`config.mk`:
```
export PLATFORM = sky130hd
export DESIGN_NAME = sat_cnt
export DESIGN_NICKNAME = d
export VERILOG_FILES = /design/src/rtl/seq_chk_sat_cnt.sv
export SDC_FILE = /design/constraint.sdc
export NUM_CORES = 1
export LEC_CHECK = 0
export CORE_AREA = 2 2 39 41
export DETAILED_ROUTE_END_ITERATION = 6
export DIE_AREA = 0 0 41 43
export PLACE_DENSITY = 0.68
export SYNTH_ARGS = -nofsm -noshare
export SYNTH_HDL_FRONTEND = slang
export SYNTH_SLANG_ARGS = --single-unit
```
`constraint.sdc`:
```
create_clock -name clk -period 1.8 [get_ports clk]
set_input_delay 0.36 -clock clk [delete_from_list [all_inputs] [get_ports clk]]
set_output_delay 0.36 -clock clk [all_outputs]
set_load 0.01 [all_outputs]
```
`src/rtl/seq_chk_sat_cnt.sv`:
```
// Saturating up-counter with synchronous clear; clear takes priority over increment.
module sat_cnt #(
  parameter int W = 8
) (
  input  logic         clk,
  input  logic         rstn,
  input  logic         inc,
  input  logic         clr,
  output logic [W-1:0] count
);

  localparam logic [W-1:0] MAX_V = '1;

  always_ff @(posedge clk or negedge rstn) begin
    if (!rstn) begin
      count <= '0;
    end else if (clr) begin
      count <= '0;
    end else if (inc && (count != MAX_V)) begin
      count <= count + 1'b1;
    end
  end

endmodule

```
# ---- Yosys cells after proc, flatten, opt, wreduce, memory -nomap -nowiden
# Index checks and enable logic that the tools add are counted.
dict set report word_totals {
  output_inout_bits 8
  regBits 8
  word_cells 7
  inputBits 4
}
dict set report classes {
  n_mux 2
  eq_ne 1
  reduce_logical 2
  n_addsub 1
}
# operator n
set op_table {}
lappend op_table {{$mux W8} 2}
lappend op_table {{$add A8 B1 Y8 const B} 1}
lappend op_table {{$ne A8 B8 Y1 const B} 1}
lappend op_table {{$reduce_bool A2 Y1} 1}
lappend op_table {{$logic_and A1 B1 Y1} 1}

# ---- Longest topological paths before layout
# Gate-level depths: netlist (run 1).
dict set report depth {
  word_depth 4
  depth_mapped 4
  depth_no_buf 4
}

# ---- Least setup slack after synthesis (run 1)
# No wires, ideal clock.
dict set report synth_timing {
  kind {register to register}
  start {reg count[0]}
  end {reg count[0]}
  required_ns 1.675
  path_buffers 0
  slack_ns 0.166
  setup_time_ns 0.125
  t_arrival_ns 1.509
  stages_incl_launch_ff 5
  period_less_slack_ns 1.634
  cell_sequence {dfrtp_1 ha_1 and4_2 a21boi_1 mux2_2}
}
dict set report synth_between {
  elab_chain_cells 3
  word_cells_on_any_way 6
  classes_between {add/sub (1); eq/ne (1); mux (2); reduce/logical (2)}
}
# element line
set synth_rtl {}
lappend synth_rtl {{from (decl)} 9} ;# output logic [W-1:0] count
lappend synth_rtl {{from (signal assigned)} 20} ;# count <= count + 1'b1;
lappend synth_rtl {{$add A8 B1 Y8 / $ne A8 B8 Y1 (equally long branches)} {20, 19}}
lappend synth_rtl {{$mux W8 / $logic_and A1 B1 Y1 (equally long branches)} 19} ;# end else if (inc && (count != MAX_V)) begin
lappend synth_rtl {{$mux W8 / $reduce_bool A2 Y1 (equally long branches)} --}
# Several ways; a longest one is shown, not always the timed one. The select of a mux whose other input is x is not followed.
# A chain may end at the register's enable or synchronous reset.

# ---- Worst setup path in the final report (run 1)
dict set report layout_timing {
  start {reg count[2]}
  end {out count[2]}
}
# No word-level cell between the ends.

==> impl_metrics.prom, run 1 <==
# TYPE chip_impl_metric gauge
chip_impl_metric{name="p_leak",unit="nW"} 0.258
chip_impl_metric{name="drt_iter0_markers",unit=""} 11
chip_impl_metric{name="grt_util_all_layers",unit=""} 0.156
chip_impl_metric{name="ctsHoldBuffers",unit=""} 0
chip_impl_metric{name="setup_viol",unit=""} 0
chip_impl_metric{name="power_frac_clock",unit=""} 0.371
chip_impl_metric{name="seq_power_share",unit=""} 0.505
chip_impl_metric{name="grt_max_degree",unit=""} 9
chip_impl_metric{name="finish.cell_count_without_fillers",unit=""} 81
chip_impl_metric{name="layout-drive-gt1-share",unit=""} 0.169
chip_impl_metric{name="num-nets-final",unit=""} 72
chip_impl_metric{name="cell_internal_pwr",unit="mW"} 0.287
chip_impl_metric{name="worst-slew-pin-transition",unit="ps"} 421
chip_impl_metric{name="synth-edff-count",unit=""} 0
chip_impl_info{name="setup_repair_after_global_routing_missed_its_margin",value="no"} 1
chip_impl_metric{name="multiInputGateArea",unit="µm²"} 248
chip_impl_metric{name="grt_antenna_before_repair",unit=""} 0
chip_impl_metric{name="dp_slack",unit="ps"} 117
chip_impl_metric{name="cts_inserted_buffers",unit=""} 3
chip_impl_metric{name="syn-instance-count",unit=""} 49
chip_impl_metric{name="io_buf_count",unit=""} 11
chip_impl_metric{name="largest_register_ff_count",unit=""} 8
chip_impl_info{name="cp_launch_point",value="count[2]"} 1
chip_impl_metric{name="critical-path-max-stage-delay",unit="ps"} 580
chip_impl_info{name="cp_top_family",value="buffers and inverters"} 1
chip_impl_info{name="max_flop_register",value="count"} 1
chip_impl_metric{name="max_clock_freq",unit="MHz"} 607
chip_impl_metric{name="timing.final.crit_period",unit="ps"} 1650
chip_impl_metric{name="crit_fanout",unit=""} 7
chip_impl_info{name="hold_class",value="primary input to asynchronous set/reset pin"} 1
chip_impl_metric{name="min_period_over_period",unit=""} 0.916
chip_impl_metric{name="syn_avg_cell_area",unit="µm²"} 9.47
chip_impl_metric{name="postSynthNetCount",unit=""} 54
chip_impl_metric{name="seq_area_frac_synth",unit=""} 0.431
chip_impl_metric{name="fillerInstances",unit=""} 141
chip_impl_metric{name="relSlewSlack",unit=""} 0.712
chip_impl_metric{name="setup_slack",unit="ps"} 152
chip_impl_metric{name="ys_async_sr_fraction",unit=""} 1.00
chip_impl_metric{name="cts_max_path_buffers",unit=""} 2
chip_impl_info{name="timing.critical_path.slowest_stage_cell",value="sky130_fd_sc_hd__clkdlybuf4s50_1"} 1
chip_impl_info{name="largest_registers",value="count: 8 flops"} 1
chip_impl_metric{name="place.gp.congestion",unit=""} 0.722
chip_impl_metric{name="power_switching_share",unit=""} 0.240
chip_impl_info{name="dominantRegCellSynth",value="sky130_fd_sc_hd__dfrtp_1"} 1
chip_impl_info{name="worst_r2r_startpoint",value="count[0]"} 1
chip_impl_metric{name="clk_pin_slew",unit="ps"} 60
chip_impl_metric{name="report.power.total",unit="mW"} 0.378
chip_impl_metric{name="n_antenna_cell",unit=""} 0
chip_impl_metric{name="core.rowCount",unit=""} 14
chip_impl_metric{name="clk_latency",unit="ps"} 250
chip_impl_metric{name="pwr_density_cell",unit="nW/µm²"} 592
chip_impl_metric{name="postCtsSetupRepairBufs",unit=""} 0
chip_impl_metric{name="timing.critical_path.required",unit="ps"} 1440
chip_impl_info{name="critical_path_end_type",value="primary output"} 1
chip_impl_metric{name="logic_gate_share_of_total_power",unit=""} 0.124
chip_impl_metric{name="timing.final.max_slew_violations",unit=""} 0
chip_impl_metric{name="clock_h_tree_levels",unit=""} 1
chip_impl_metric{name="die-width",unit="µm"} 41
chip_impl_metric{name="drcViolationCount",unit=""} 0
chip_impl_metric{name="vdd_drop_max",unit="mV"} 0.276
chip_impl_info{name="tritoncts",value="built"} 1
chip_impl_metric{name="postRouteAntennaNets",unit=""} 0
chip_impl_metric{name="finalHoldViolCount",unit=""} 0
chip_impl_metric{name="flip_flop_and_latch_count_after_synthesis",unit=""} 8
chip_impl_metric{name="total_instance_count_after_detailed_placement",unit=""} 78
chip_impl_metric{name="floorplan.die.height",unit="µm"} 43
chip_impl_metric{name="coreArea",unit="µm²"} 1380
chip_impl_metric{name="yosys_warnings",unit=""} 0
chip_impl_info{name="ctsRootBufferMaster",value="sky130_fd_sc_hd__clkbuf_4"} 1
chip_impl_metric{name="cts-resized-gates",unit=""} 0
chip_impl_metric{name="worst_ep_arrival_time",unit="ps"} 1290
chip_impl_metric{name="layout-area-overhead-vs-synth",unit="%"} 37.5
chip_impl_metric{name="dp_hpwl",unit="µm"} 772
chip_impl_info{name="kind_of_critical_path",value="flip-flop to primary output"} 1
chip_impl_metric{name="die_area",unit="µm²"} 1760
chip_impl_metric{name="clock_sinks",unit=""} 8
chip_impl_metric{name="setup-tns-final",unit="ps"} 0
chip_impl_metric{name="clock_skew",unit="ps"} 3.21
chip_impl_metric{name="grt_first_pass_wirelength",unit="µm"} 1790
chip_impl_metric{name="synthesis.area",unit="µm²"} 464
chip_impl_metric{name="wirelength",unit="µm"} 1070
chip_impl_metric{name="worst-path-buf-inv",unit=""} 1
chip_impl_metric{name="route.detailed.vias_per_inst",unit=""} 5.51
chip_impl_metric{name="netlist-cell-type-count",unit=""} 28
chip_impl_metric{name="power.switching",unit="mW"} 0.0908
chip_impl_metric{name="grt_pass1_vias",unit=""} 419
chip_impl_metric{name="dr.pass1.iters",unit=""} 2
chip_impl_metric{name="detail_route.wl_per_cell",unit="µm"} 13.2
chip_impl_metric{name="boundaryPins",unit=""} 12
chip_impl_info{name="startpoint_type",value="flip-flop"} 1
chip_impl_metric{name="initial_core_util",unit=""} 0.335
chip_impl_metric{name="max-cap-violations",unit=""} 0
chip_impl_info{name="status",value="completed"} 1
chip_impl_info{name="crit_chain",value="clkdlybuf4s50_1"} 1
chip_impl_metric{name="layout.area.seq",unit="µm²"} 200
chip_impl_metric{name="global_route.overflow_total",unit=""} 0
chip_impl_metric{name="num_vias",unit=""} 446
==> routing by layer <==
| layer | track usage | vias to the layer above | part of all wire |
|---|---|---|---|
| met5 | 0 | - | 0 |
| met4 | 0.120 | 0 | 0.021 |
| met3 | 0.0314 | 4 | 0.042 |
| met2 | 0.222 | 10 | 0.49 |
| met1 | 0.193 | 217 | 0.44 |
| li1 | - | 215 | - |
==> logic make-up (layout without fill, tap and decap cells) <==
kind of cell               Yosys count  in the layout  synth area share
AOI/OAI and AO/OA                    9              9             0.127
adders and majority gates            1              1            0.0269
buffers and inverters                4             20            0.0350
DFF                                  8              8             0.431
muxes                                3              3            0.0701
and+or+nand+nor                     24             24             0.310
==> stage by stage <==
stage | cell area, µm² | util | hold slack, ps
6_report | 638 | 0.461 | 381
5_1_grt | 638 | 0.461 | 410
4_1_cts | 638 | 0.461 | 393
3_5_place_dp | 616 | 0.445 | 578
3_3_place_gp | 616 | 0.445 | 569
2_1_floorplan | 464 | - | 64.4
==> area by class of cell <==
type,instances,area share
Inverter,2,0.0118
Clock buffer,3,0.0353
Sequential cell,8,0.314
Multi-Input combinational cell,37,0.388
Tap cell,16,0.0314
Timing Repair Buffer,15,0.220
==> cell usage after synthesis, drive strengths merged, types with 2 or more instances <==
| library cell | number | area share |
|---|---|---|
| dfrtp | 8 | 0.43 |
| nor3 | 4 | 0.043 |
| a21oi | 3 | 0.032 |
| nand2b | 3 | 0.040 |
| nand3 | 3 | 0.043 |
| nor2b | 3 | 0.040 |
| and4 | 2 | 0.040 |
| inv | 2 | 0.016 |
| mux2 | 2 | 0.049 |
| nand2 | 2 | 0.016 |
| nor2 | 2 | 0.016 |
==> final timing paths <==
path | end | slack, ps | cells past startpoint
hold / removal | count[2] | 380 | 1
hold reg to reg | count[7] | 590 | 2
setup / recovery | count[2] | 150 | 1
min in group clk | count[7] | 590 | 2
max in group asynchronous | count[1] | 1150 | 1
setup reg to reg | count[0] | 200 | 4
==> power by group through the flow <==
stage,Clock (mW),Sequential (mW),Combinational [mW]
6_report,0.140,0.191,0.0470
5_1_grt,0.158,0.192,0.0520
4_1_cts,0.146,0.191,0.0479
3_5_place_dp,0,0.194,0.0474
3_3_place_gp,0,0.194,0.0469
2_1_floorplan,0,0.195,0.0183
==> placed cells by master (no fill, tap or decap), drive strengths merged <==
cell	Yosys	routed
a2111oi	1	1
a211oi	1	1
a21boi	1	1
a21oi	3	3
a31oi	1	1
a41oi	1	1
and3	1	1
and4	2	2
buf	1	4
clkbuf	1	3
clkdlybuf4s50	0	11
dfrtp	8	8
ha	1	1
inv	2	2
mux2	2	2
mux2i	1	1
nand2	2	2
nand2b	3	3
nand3	3	3
nand4	1	1
nor2	2	2
nor2b	3	3
nor3	4	4
nor3b	1	1
nor4	1	1
o21ai	1	1
or3	1	1
(Power assumes the default switching activity.)
==> run 2: changes to the inputs <==
--- a/config.mk
+++ b/config.mk
@@ -6,6 +6,7 @@
 export NUM_CORES = 1
 export LEC_CHECK = 0
 export CORE_AREA = 2 2 39 41
+export CTS_CLUSTER_SIZE = 25
 export DETAILED_ROUTE_END_ITERATION = 6
 export DIE_AREA = 0 0 41 43
 export PLACE_DENSITY = 0.68
==> results of run 2 <==
The final DEF is identical to that of run 1; final timing and power are the same.
==> run 3: changes to the inputs <==
--- a/config.mk
+++ b/config.mk
@@ -9,7 +9,6 @@
 export CTS_CLUSTER_SIZE = 25
 export DETAILED_ROUTE_END_ITERATION = 6
 export DIE_AREA = 0 0 41 43
-export PLACE_DENSITY = 0.68
 export SYNTH_ARGS = -nofsm -noshare
 export SYNTH_HDL_FRONTEND = slang
 export SYNTH_SLANG_ARGS = --single-unit
==> impl_metrics.prom, run 3 (synthesis results as in run 1) <==
# TYPE chip_impl_metric gauge
chip_impl_info{name="status",value="completed"} 1
chip_impl_info{name="crit_chain",value="clkdlybuf4s50_1"} 1
chip_impl_metric{name="grt_max_degree",unit=""} 10
chip_impl_info{name="ctsRootBufferMaster",value="sky130_fd_sc_hd__clkbuf_4"} 1
chip_impl_metric{name="layout-area-overhead-vs-synth",unit="%"} 39.1
chip_impl_info{name="kind_of_critical_path",value="flip-flop to primary output"} 1
chip_impl_metric{name="floorplan.die.height",unit="µm"} 43
chip_impl_metric{name="layout-drive-gt1-share",unit=""} 0.182
chip_impl_metric{name="total_instance_count_after_detailed_placement",unit=""} 79
chip_impl_info{name="cp_top_family",value="buffers and inverters"} 1
chip_impl_metric{name="drt_iter0_markers",unit=""} 15
chip_impl_info{name="max_flop_register",value="count"} 1
chip_impl_metric{name="worst-path-buf-inv",unit=""} 1
chip_impl_metric{name="relSlewSlack",unit=""} 0.757
chip_impl_metric{name="clock_sinks",unit=""} 8
chip_impl_metric{name="coreArea",unit="µm²"} 1380
chip_impl_metric{name="global_route.overflow_total",unit=""} 0
chip_impl_metric{name="cts-resized-gates",unit=""} 0
chip_impl_metric{name="setup_viol",unit=""} 0
chip_impl_metric{name="setup-tns-final",unit="ps"} 0
chip_impl_metric{name="grt_pass1_vias",unit=""} 422
chip_impl_metric{name="n_antenna_cell",unit=""} 0
chip_impl_info{name="setup_repair_after_global_routing_missed_its_margin",value="no"} 1
chip_impl_info{name="critical_path_end_type",value="primary output"} 1
chip_impl_metric{name="core.rowCount",unit=""} 14
chip_impl_info{name="layout_commonest_cell",value="sky130_fd_sc_hd__clkdlybuf4s50_1"} 1
chip_impl_metric{name="cts_max_path_buffers",unit=""} 2
chip_impl_metric{name="clock_skew",unit="ps"} 5.06
chip_impl_info{name="largest_registers",value="count: 8 flops"} 1
chip_impl_metric{name="postRouteAntennaNets",unit=""} 0
chip_impl_metric{name="num_vias",unit=""} 446
chip_impl_metric{name="worst_ep_arrival_time",unit="ps"} 1270
chip_impl_metric{name="place.gp.congestion",unit=""} 0.689
chip_impl_info{name="startpoint_type",value="flip-flop"} 1
chip_impl_metric{name="max-cap-violations",unit=""} 0
chip_impl_metric{name="timing.final.crit_period",unit="ps"} 1630
chip_impl_metric{name="route.detailed.vias_per_inst",unit=""} 5.44
chip_impl_metric{name="min_period_over_period",unit=""} 0.907
chip_impl_metric{name="place_area",unit="µm²"} 623
chip_impl_metric{name="cts_inserted_buffers",unit=""} 3
chip_impl_metric{name="postCtsSetupRepairBufs",unit=""} 0
chip_impl_metric{name="fillerInstances",unit=""} 141
chip_impl_metric{name="dr.pass1.iters",unit=""} 4
chip_impl_metric{name="drcViolationCount",unit=""} 0
chip_impl_metric{name="crit_fanout",unit=""} 7
chip_impl_metric{name="num-nets-final",unit=""} 73
chip_impl_info{name="tritoncts",value="built"} 1
chip_impl_metric{name="p_leak",unit="nW"} 0.263
chip_impl_metric{name="grt_first_pass_wirelength",unit="µm"} 1830
chip_impl_metric{name="clock_h_tree_levels",unit=""} 1
chip_impl_metric{name="worst-slew-pin-transition",unit="ps"} 355
chip_impl_metric{name="pwr_density_cell",unit="nW/µm²"} 582
chip_impl_metric{name="multiInputGateArea",unit="µm²"} 248
chip_impl_metric{name="vdd_drop_max",unit="mV"} 0.276
chip_impl_metric{name="report.power.total",unit="mW"} 0.376
chip_impl_metric{name="boundaryPins",unit=""} 12
chip_impl_metric{name="grt_util_all_layers",unit=""} 0.153
chip_impl_metric{name="layout.area.seq",unit="µm²"} 200
chip_impl_metric{name="clk_pin_slew",unit="ps"} 60
chip_impl_metric{name="ctsHoldBuffers",unit=""} 0
chip_impl_metric{name="finish.cell_count_without_fillers",unit=""} 82
chip_impl_metric{name="timing.critical_path.required",unit="ps"} 1440
chip_impl_info{name="mostFrequentLayoutCells",value="sky130_fd_sc_hd__clkdlybuf4s50_1 (11), sky130_fd_sc_hd__dfrtp_1 (8), sky130_fd_sc_hd__buf_4 (5)"} 1
chip_impl_metric{name="grt_antenna_before_repair",unit=""} 0
chip_impl_metric{name="io_buf_count",unit=""} 11
chip_impl_metric{name="largest_register_ff_count",unit=""} 8
chip_impl_info{name="timing.critical_path.slowest_stage_cell",value="sky130_fd_sc_hd__clkdlybuf4s50_1"} 1
chip_impl_info{name="hold_class",value="primary input to asynchronous set/reset pin"} 1
chip_impl_info{name="worst_r2r_startpoint",value="count[1]"} 1
chip_impl_metric{name="die_area",unit="µm²"} 1760
chip_impl_metric{name="critical-path-max-stage-delay",unit="ps"} 580
chip_impl_metric{name="dp_hpwl",unit="µm"} 791
chip_impl_metric{name="clk_latency",unit="ps"} 250
chip_impl_metric{name="detail_route.wl_per_cell",unit="µm"} 12.7
chip_impl_metric{name="initial_core_util",unit=""} 0.335
chip_impl_metric{name="final_area",unit="µm²"} 646
chip_impl_metric{name="die-width",unit="µm"} 41
chip_impl_metric{name="timing.final.max_slew_violations",unit=""} 0
chip_impl_metric{name="max_clock_freq",unit="MHz"} 613
chip_impl_metric{name="finalHoldViolCount",unit=""} 0
chip_impl_info{name="cp_launch_point",value="count[2]"} 1
chip_impl_metric{name="wirelength",unit="µm"} 1040
==> run 3: cell types whose count changed in the layout (fill, tap and decap cells not counted) <==
cell                    change
sky130_fd_sc_hd__buf_4      +1
==> run 3: layout make-up <==
class	count	area share
clock buffer	3	0.0349
multi-input combinational	37	0.384
sequential	8	0.310
timing repair buffer	16	0.229
tap	16	0.0310
inverter	2	0.0116
==> run 3: report_power, final <==
part	internal, mW	total (mW)	switching (mW)
logic	0.0289	0.0520	0.0232
clock network	0.0762	0.135	0.0588
registers	0.184	0.189	0.00461
total	0.289	0.376	0.0866
==> run 3: per-layer routing <==
metal / share of wire / track usage / vias to the layer above
li1: - / - / 217
met1: 0.44 / 0.200 / 215
met2: 0.49 / 0.234 / 14
met3: 0.066 / 0.0471 / 0
met4: 0 / 0.0400 / 0
met5: 0 / 0 / -
==> run 3: final timing paths <==
check | slack [ps] | end | cells past startpoint
worst max-delay path | 170 | count[2] | 1
worst min-delay path | 400 | count[7] | 1
worst max register to register | 220 | count[0] | 4
worst min register to register | 580 | count[7] | 2
max in group asynchronous | 1130 | count[3] | 1
min in group clk | 580 | count[7] | 2
==> run 3: metrics by stage <==
| step | util | hold WS, ps | setup slack [ps] |
|---|---|---|---|
| 6_report | 0.467 | 396 | 168 |
| 3_5_place_dp | 0.450 | 582 | 19.4 |
| 4_1_cts | 0.467 | 414 | 164 |
| 5_1_grt | 0.467 | 429 | 98.1 |
| 3_3_place_gp | 0.450 | 589 | 47.1 |
| 2_1_floorplan | - | 64.4 | 166 |
==> run 3: worst reg2reg max path, delay by kind of cell, from the launching register on <==
| family | cells | cell delay, ps |
|---|---|---|
| muxes | 1 | 350 |
| adders and majority gates | 1 | 220 |
| DFF | 1 | 430 |
| AOI/OAI and AO/OA | 1 | 200 |
| and+or+nand+nor | 1 | 260 |
